File: src/rtl/conv_ctrl_pkg.sv
// Shared types and helpers for the two-layer convolution sequencer.
// State encodings are exported on the stage port, so they are fixed here.
package conv_ctrl_pkg;

   localparam int unsigned DIM_W = 8;

   typedef enum logic [3:0] {
      StIdle   = 4'h0,
      StL1Mem  = 4'h1,
      StL1MemW = 4'h2,
      StL1Pe   = 4'h3,
      StL1PeW  = 4'h4,
      StL2Wr   = 4'h5,
      StL2Mem  = 4'h6,
      StL2MemW = 4'h7,
      StL2Pe   = 4'h8,
      StL2PeW  = 4'h9,
      StFin    = 4'hA,
      StErr    = 4'hF
   } state_t;

   // A filter must be non-empty and no larger than the image it slides over.
   function automatic logic cfg_bad(input logic [DIM_W-1:0] cx, input logic [DIM_W-1:0] cy);
      return (cy == '0) || (cy > cx);
   endfunction

   function automatic logic [DIM_W-1:0] calc_z(input logic [DIM_W-1:0] cx,
                                               input logic [DIM_W-1:0] cy);
      return cx - cy + DIM_W'(1);
   endfunction

   function automatic logic is_wait(input state_t st);
      return (st == StL1MemW) || (st == StL1PeW) || (st == StL2MemW) || (st == StL2PeW);
   endfunction

endpackage

File: src/rtl/conv_ctrl_stage_timer.sv
// Per-stage watchdog: counts cycles spent in a wait state and flags the last
// permitted cycle so the sequencer can bail out to the error state.
module stage_timer #(
   parameter int unsigned    TO_W    = 16,
   parameter logic [TO_W-1:0] TIMEOUT = {TO_W{1'b1}}
) (
   input  logic            clk,
   input  logic            rst_n,
   input  logic            clr,
   input  logic            en,
   output logic [TO_W-1:0] count,
   output logic            expired
);

   logic [TO_W-1:0] count_q, count_d;

   always_comb begin
      count_d = count_q;
      if (clr) begin
         count_d = '0;
      end else if (en && (count_q != {TO_W{1'b1}})) begin
         count_d = count_q + TO_W'(1);
      end
   end

   always_ff @(posedge clk or negedge rst_n) begin
      if (!rst_n) begin
         count_q <= '0;
      end else begin
         count_q <= count_d;
      end
   end

   // count_q holds the cycles already spent, so the current cycle is the
   // TIMEOUT-th one when count_q == TIMEOUT-1.
   assign count   = count_q;
   assign expired = en && (count_q >= (TIMEOUT - TO_W'(1)));

endmodule

File: src/rtl/conv_ctrl.sv
// Sequencer for conv_dp: layer-1 load, layer-1 PE pass, layer-2 write-back and
// load, layer-2 PE pass, each gated on its done and guarded by a watchdog.
module conv_ctrl
   import conv_ctrl_pkg::*;
#(
   parameter int unsigned     TO_W    = 16,
   parameter logic [TO_W-1:0] TIMEOUT = {TO_W{1'b1}}
) (
   input  logic             clk,
   input  logic             rst_n,
   input  logic             start,
   input  logic             abort,
   input  logic [DIM_W-1:0] cfg_x,
   input  logic [DIM_W-1:0] cfg_y,
   input  logic             done_mem_l1,
   input  logic             done_pe_l1,
   input  logic             done_mem_l2,
   input  logic             done_pe_l2,
   output logic             start_mem_l1,
   output logic             start_pe_l1,
   output logic             start_mem_l2,
   output logic             start_pe_l2,
   output logic             wrmem_en_l2,
   output logic [DIM_W-1:0] x,
   output logic [DIM_W-1:0] y,
   output logic [DIM_W-1:0] z,
   output logic             busy,
   output logic             done,
   output logic             err,
   output logic [3:0]       stage
);

   state_t           state_q, state_d;
   logic [DIM_W-1:0] x_q, x_d;
   logic [DIM_W-1:0] y_q, y_d;
   logic [DIM_W-1:0] z_q, z_d;
   logic             err_q, err_d;

   logic            in_wait;
   logic            wd_expired;
   logic [TO_W-1:0] wd_count;
   logic            unused_wd_count;

   assign in_wait         = is_wait(state_q);
   assign unused_wd_count = ^wd_count;

   // Wait states are only entered from pulse states, so holding the counter
   // clear outside them guarantees a zero count on every wait-state entry.
   stage_timer #(
      .TO_W    (TO_W),
      .TIMEOUT (TIMEOUT)
   ) u_stage_timer (
      .clk     (clk),
      .rst_n   (rst_n),
      .clr     (!in_wait),
      .en      (in_wait),
      .count   (wd_count),
      .expired (wd_expired)
   );

   // State register
   always_ff @(posedge clk or negedge rst_n) begin
      if (!rst_n) begin
         state_q <= StIdle;
         x_q     <= '0;
         y_q     <= '0;
         z_q     <= '0;
         err_q   <= 1'b0;
      end else begin
         state_q <= state_d;
         x_q     <= x_d;
         y_q     <= y_d;
         z_q     <= z_d;
         err_q   <= err_d;
      end
   end

   // Next-state logic
   always_comb begin
      state_d = state_q;
      x_d     = x_q;
      y_d     = y_q;
      z_d     = z_q;
      err_d   = err_q;

      if (abort) begin
         state_d = StIdle;
         err_d   = 1'b0;
      end else begin
         unique case (state_q)
            StIdle, StErr: begin
               if (start) begin
                  x_d = cfg_x;
                  y_d = cfg_y;
                  z_d = calc_z(cfg_x, cfg_y);
                  if (cfg_bad(cfg_x, cfg_y)) begin
                     state_d = StErr;
                     err_d   = 1'b1;
                  end else begin
                     state_d = StL1Mem;
                     err_d   = 1'b0;
                  end
               end
            end
            StL1Mem: state_d = StL1MemW;
            StL1MemW: begin
               if (done_mem_l1) begin
                  state_d = StL1Pe;
               end else if (wd_expired) begin
                  state_d = StErr;
                  err_d   = 1'b1;
               end
            end
            StL1Pe: state_d = StL1PeW;
            StL1PeW: begin
               if (done_pe_l1) begin
                  state_d = StL2Wr;
               end else if (wd_expired) begin
                  state_d = StErr;
                  err_d   = 1'b1;
               end
            end
            StL2Wr:  state_d = StL2Mem;
            StL2Mem: state_d = StL2MemW;
            StL2MemW: begin
               if (done_mem_l2) begin
                  state_d = StL2Pe;
               end else if (wd_expired) begin
                  state_d = StErr;
                  err_d   = 1'b1;
               end
            end
            StL2Pe: state_d = StL2PeW;
            StL2PeW: begin
               if (done_pe_l2) begin
                  state_d = StFin;
               end else if (wd_expired) begin
                  state_d = StErr;
                  err_d   = 1'b1;
               end
            end
            StFin:   state_d = StIdle;
            default: state_d = StIdle;
         endcase
      end
   end

   // Output decode
   always_comb begin
      start_mem_l1 = 1'b0;
      start_pe_l1  = 1'b0;
      start_mem_l2 = 1'b0;
      start_pe_l2  = 1'b0;
      wrmem_en_l2  = 1'b0;
      done         = 1'b0;
      busy         = (state_q != StIdle) && (state_q != StErr);
      unique case (state_q)
         StL1Mem: start_mem_l1 = 1'b1;
         StL1Pe:  start_pe_l1  = 1'b1;
         StL2Wr:  wrmem_en_l2  = 1'b1;
         StL2Mem: start_mem_l2 = 1'b1;
         StL2Pe:  start_pe_l2  = 1'b1;
         StFin:   done         = 1'b1;
         default: ;
      endcase
   end

   assign x     = x_q;
   assign y     = y_q;
   assign z     = z_q;
   assign err   = err_q;
   assign stage = state_q;

endmodule

File: config.mk
export PLATFORM = sky130hd
export DESIGN_NAME = conv_ctrl
export DESIGN_NICKNAME = d
export VERILOG_FILES = /design/src/rtl/conv_ctrl_pkg.sv /design/src/rtl/conv_ctrl_stage_timer.sv /design/src/rtl/conv_ctrl.sv
export SDC_FILE = /design/constraint.sdc
export NUM_CORES = 1
export LEC_CHECK = 0
export CORE_AREA = 5 5 83 85
export CTS_CLUSTER_SIZE = 10
export DETAILED_ROUTE_END_ITERATION = 8
export DIE_AREA = 0 0 88 90
export GPL_ROUTABILITY_DRIVEN = 0
export GPL_TIMING_DRIVEN = 0
export PLACE_DENSITY = 0.87
export SYNTH_ARGS = -nofsm -noshare
export SYNTH_HDL_FRONTEND = slang
export SYNTH_HIERARCHICAL = 1
export SYNTH_SLANG_ARGS = --single-unit
File: constraint.sdc
create_clock -name clk -period 3.5 [get_ports clk]
set_input_delay 0.7 -clock clk [delete_from_list [all_inputs] [get_ports clk]]
set_output_delay 0.7 -clock clk [all_outputs]
set_load 0.1 [all_outputs]
==> metrics.cfg <==
[sta]
rsz0062_at_grt = no
hold_ws_ps = 266.5
worstMarginPinSlew_ps = 990.6
slew_headroom = 0.3376
finalCritPeriodShare = 0.9377
setup-tns-final_ps = 0
fmax_mhz = 304.7
setup_viol = 0
drv_slew = 0
fin_crit_ps = 3282
finalClockSkew_ps = 9.206
timing_hold_violations_final = 0

[synth]
netlist_area_um2 = 3050
synth.largest_area_cell = dfrtp_1
yosys_warnings = 6
synthFlopType = dfrtp_1
yosysSeqAreaShare = 0.3692
syn_inst = 340
synth_edf_count = 0
ys_ff_latch = 45
synth.avg_cell_area_um2 = 8.972
synth-async-reset-ratio = 1.000
ys_top_cells_by_area = dfrtp_1, ha_1, nand2_1
postSynthNetCount = 387
synth.top_cell.area_share = 0.3692
ys_types = 58

[routing]
ant_nets = 0
routed_wl_um = 7903
drc = 0
via_count = 2857
drt-initial-drc-count = 194
drtPass1Iterations = 4
post_drt_wl_per_cell_um = 16.29
viasPerCell = 5.891

[floorplanning]
die_x_um = 88
die_h_um = 90
io_pins = 60
num_rows = 29
die-area_um2 = 7920
start_util = 0.4974
core_um2 = 6132

[final_layout]
fillers = 499
postLayoutCellArea_um2 = 3880
layout-drive-gt1-share = 0.08578
mostFrequentLayoutCells = clkdlybuf4s50_1, dfrtp_1, nand2_1, nor2_1, inv_1
num_antenna_cells = 0
syn_to_final_growth_pct = 27.19
fin_util = 0.6327
layout_commonest_cell = clkdlybuf4s50_1
nNetsFinal = 454

[worst_setup_path]
endpoint_kind = output port
worstSetupStartpointType = register
critPathMaxStageDelay_ps = 1150
cp.required_ps = 2800
path_cells = buf_2, buf_1, nor3_2, clkdlybuf4s50_1
cp.arrival_ps = 2580
cpLargestDelayFamily = buffers and inverters
worst-path-buf-inv = 3
crit_slowest_cell = clkdlybuf4s50_1
r2r_slack_ps = 530
path_max_fanout = 10
critPathKind = reg -> out

[clocking]
postCtsHoldBufs = 0
cts_buffers = 5
clock-sinks = 45
clk_pin_slew_ps = 90
insertion_delay_ps = 300
cts_tree = built
clockBufferDepth = 2
clockRootBuffer = clkbuf_8
cts_setup_buffers = 0
ctsHtreeMaxLevel = 2

[power]
leakagePower_uw = 0.001598
peakVddDrop_mv = 0.8442
powerDensity_nw_per_um2 = 949.8

[global_route]
grt_max_degree = 36
grt_usage = 0.2058
grt_pass1_vias = 2878
grt_overflow = 0
grt_pass1_wl_um = 13340
antenna_found_initial = 0

[placed_design]
hpwl_um = 5932
portBuffers = 59
place_area_um2 = 3757

[min_path]
hold_class = in -> async

[job]
drv_cap = 0

[run_status]
status = completed

## power breakdown
| part | switching [uW] | internal (uW) | total, uW |
|---|---|---|---|
| sequential | 114 | 676 | 791 |
| combinational | 1840 | 631 | 2480 |
| clock | 186 | 233 | 419 |
## worst paths after layout
| kind | from | endpoint | cells after the start |
|---|---|---|---|
| worst max-delay path | stage[1] | start_pe_l2 | 4 |
| worst max register to register | stage[1] | stage[1] | 9 |
| worst min register to register | x[5] | x[5] | 2 |
| max in group asynchronous | rst_n | x[2] | 2 |
| min in group clk | x[5] | x[5] | 2 |
| worst min-delay path | rst_n | stage[0] | 1 |
## routing by layer
layer,track usage,vias to the layer above,share of wire
li1,-,1360,-
met1,0.2859,1378,0.43
met2,0.3304,106,0.49
met3,0.04296,13,0.062
met4,0.03964,0,0.014
met5,0,-,0
## worst reg2reg max path, cell delays in order (launching register included)
cell and delay (ps):
dfrtp_1 470, buf_2 220, and4bb_2 340, a211o_1 260, nand3_1 280, nor4_2 710
a21oi_1 150, o211ai_1 200, a221oi_1 100, a21oi_1 160
## state kept, by name, indices dropped and copies added, names as in the netlist
signal and cells:
u_stage_timer/count 16, x 8, y 8, z 8
stage 4, err 1
## area by class of cell
cell class / count / area (um2) / share of cell area
clock buffer: 7 / 86.33 / 0.02225
sequential: 45 / 1126 / 0.2902
clock inverter: 1 / 30.03 / 0.007739
timing repair buffer: 60 / 605.6 / 0.1561
buffer: 15 / 78.83 / 0.02032
multi-input combinational: 255 / 1763 / 0.4544
inverter: 25 / 93.84 / 0.02419
tap: 77 / 96.34 / 0.02483
## logic make-up (layout without fill, tap and decap cells)
kind of cell,after synthesis,in the layout,share of synthesized area
buf+inv,40,108,0.05660
compound gates,77,77,0.1637
fa+ha+maj,24,24,0.1001
simple gates,136,136,0.2477
xor+xnor,8,8,0.02297
mux,10,10,0.03978
flops,45,45,0.3692
## synth_stat cells (all sizes together), types with 5 or more instances
library cell  instances
dfrtp                45
nand2                30
nor2                 27
o21ai                27
inv                  25
ha                   22
a21oi                15
buf                   9
nand4                 9
mux2                  8
nor3                  8
a31oi                 7
nand2b                7
nand3                 7
nor4                  7
clkbuf                6
nor2b                 6
o31ai                 6
nand3b                5
or3                   5
or4                   5
xnor2                 5
## per-stage QoR
| step | worst slack [ps] | power, uW | instances |
|---|---|---|---|
| after global placement | 108.7 | 3236 | 476 |
| final | 218.2 | 3685 | 485 |
| after floorplan | 4.591 | 2681 | 340 |
| after CTS | 224.3 | 3694 | 485 |
| after detailed placement | 25.30 | 3268 | 477 |
| after global routing | 74.82 | 3852 | 485 |
## timing repair
action / in CTS / in global routing
endpoints found under the setup margin: 0 / 1
gates resized for setup: 0 / 1
endpoints found under the hold margin: 0 / 0
No activity file was read; power rests on OpenSTA's default activity.
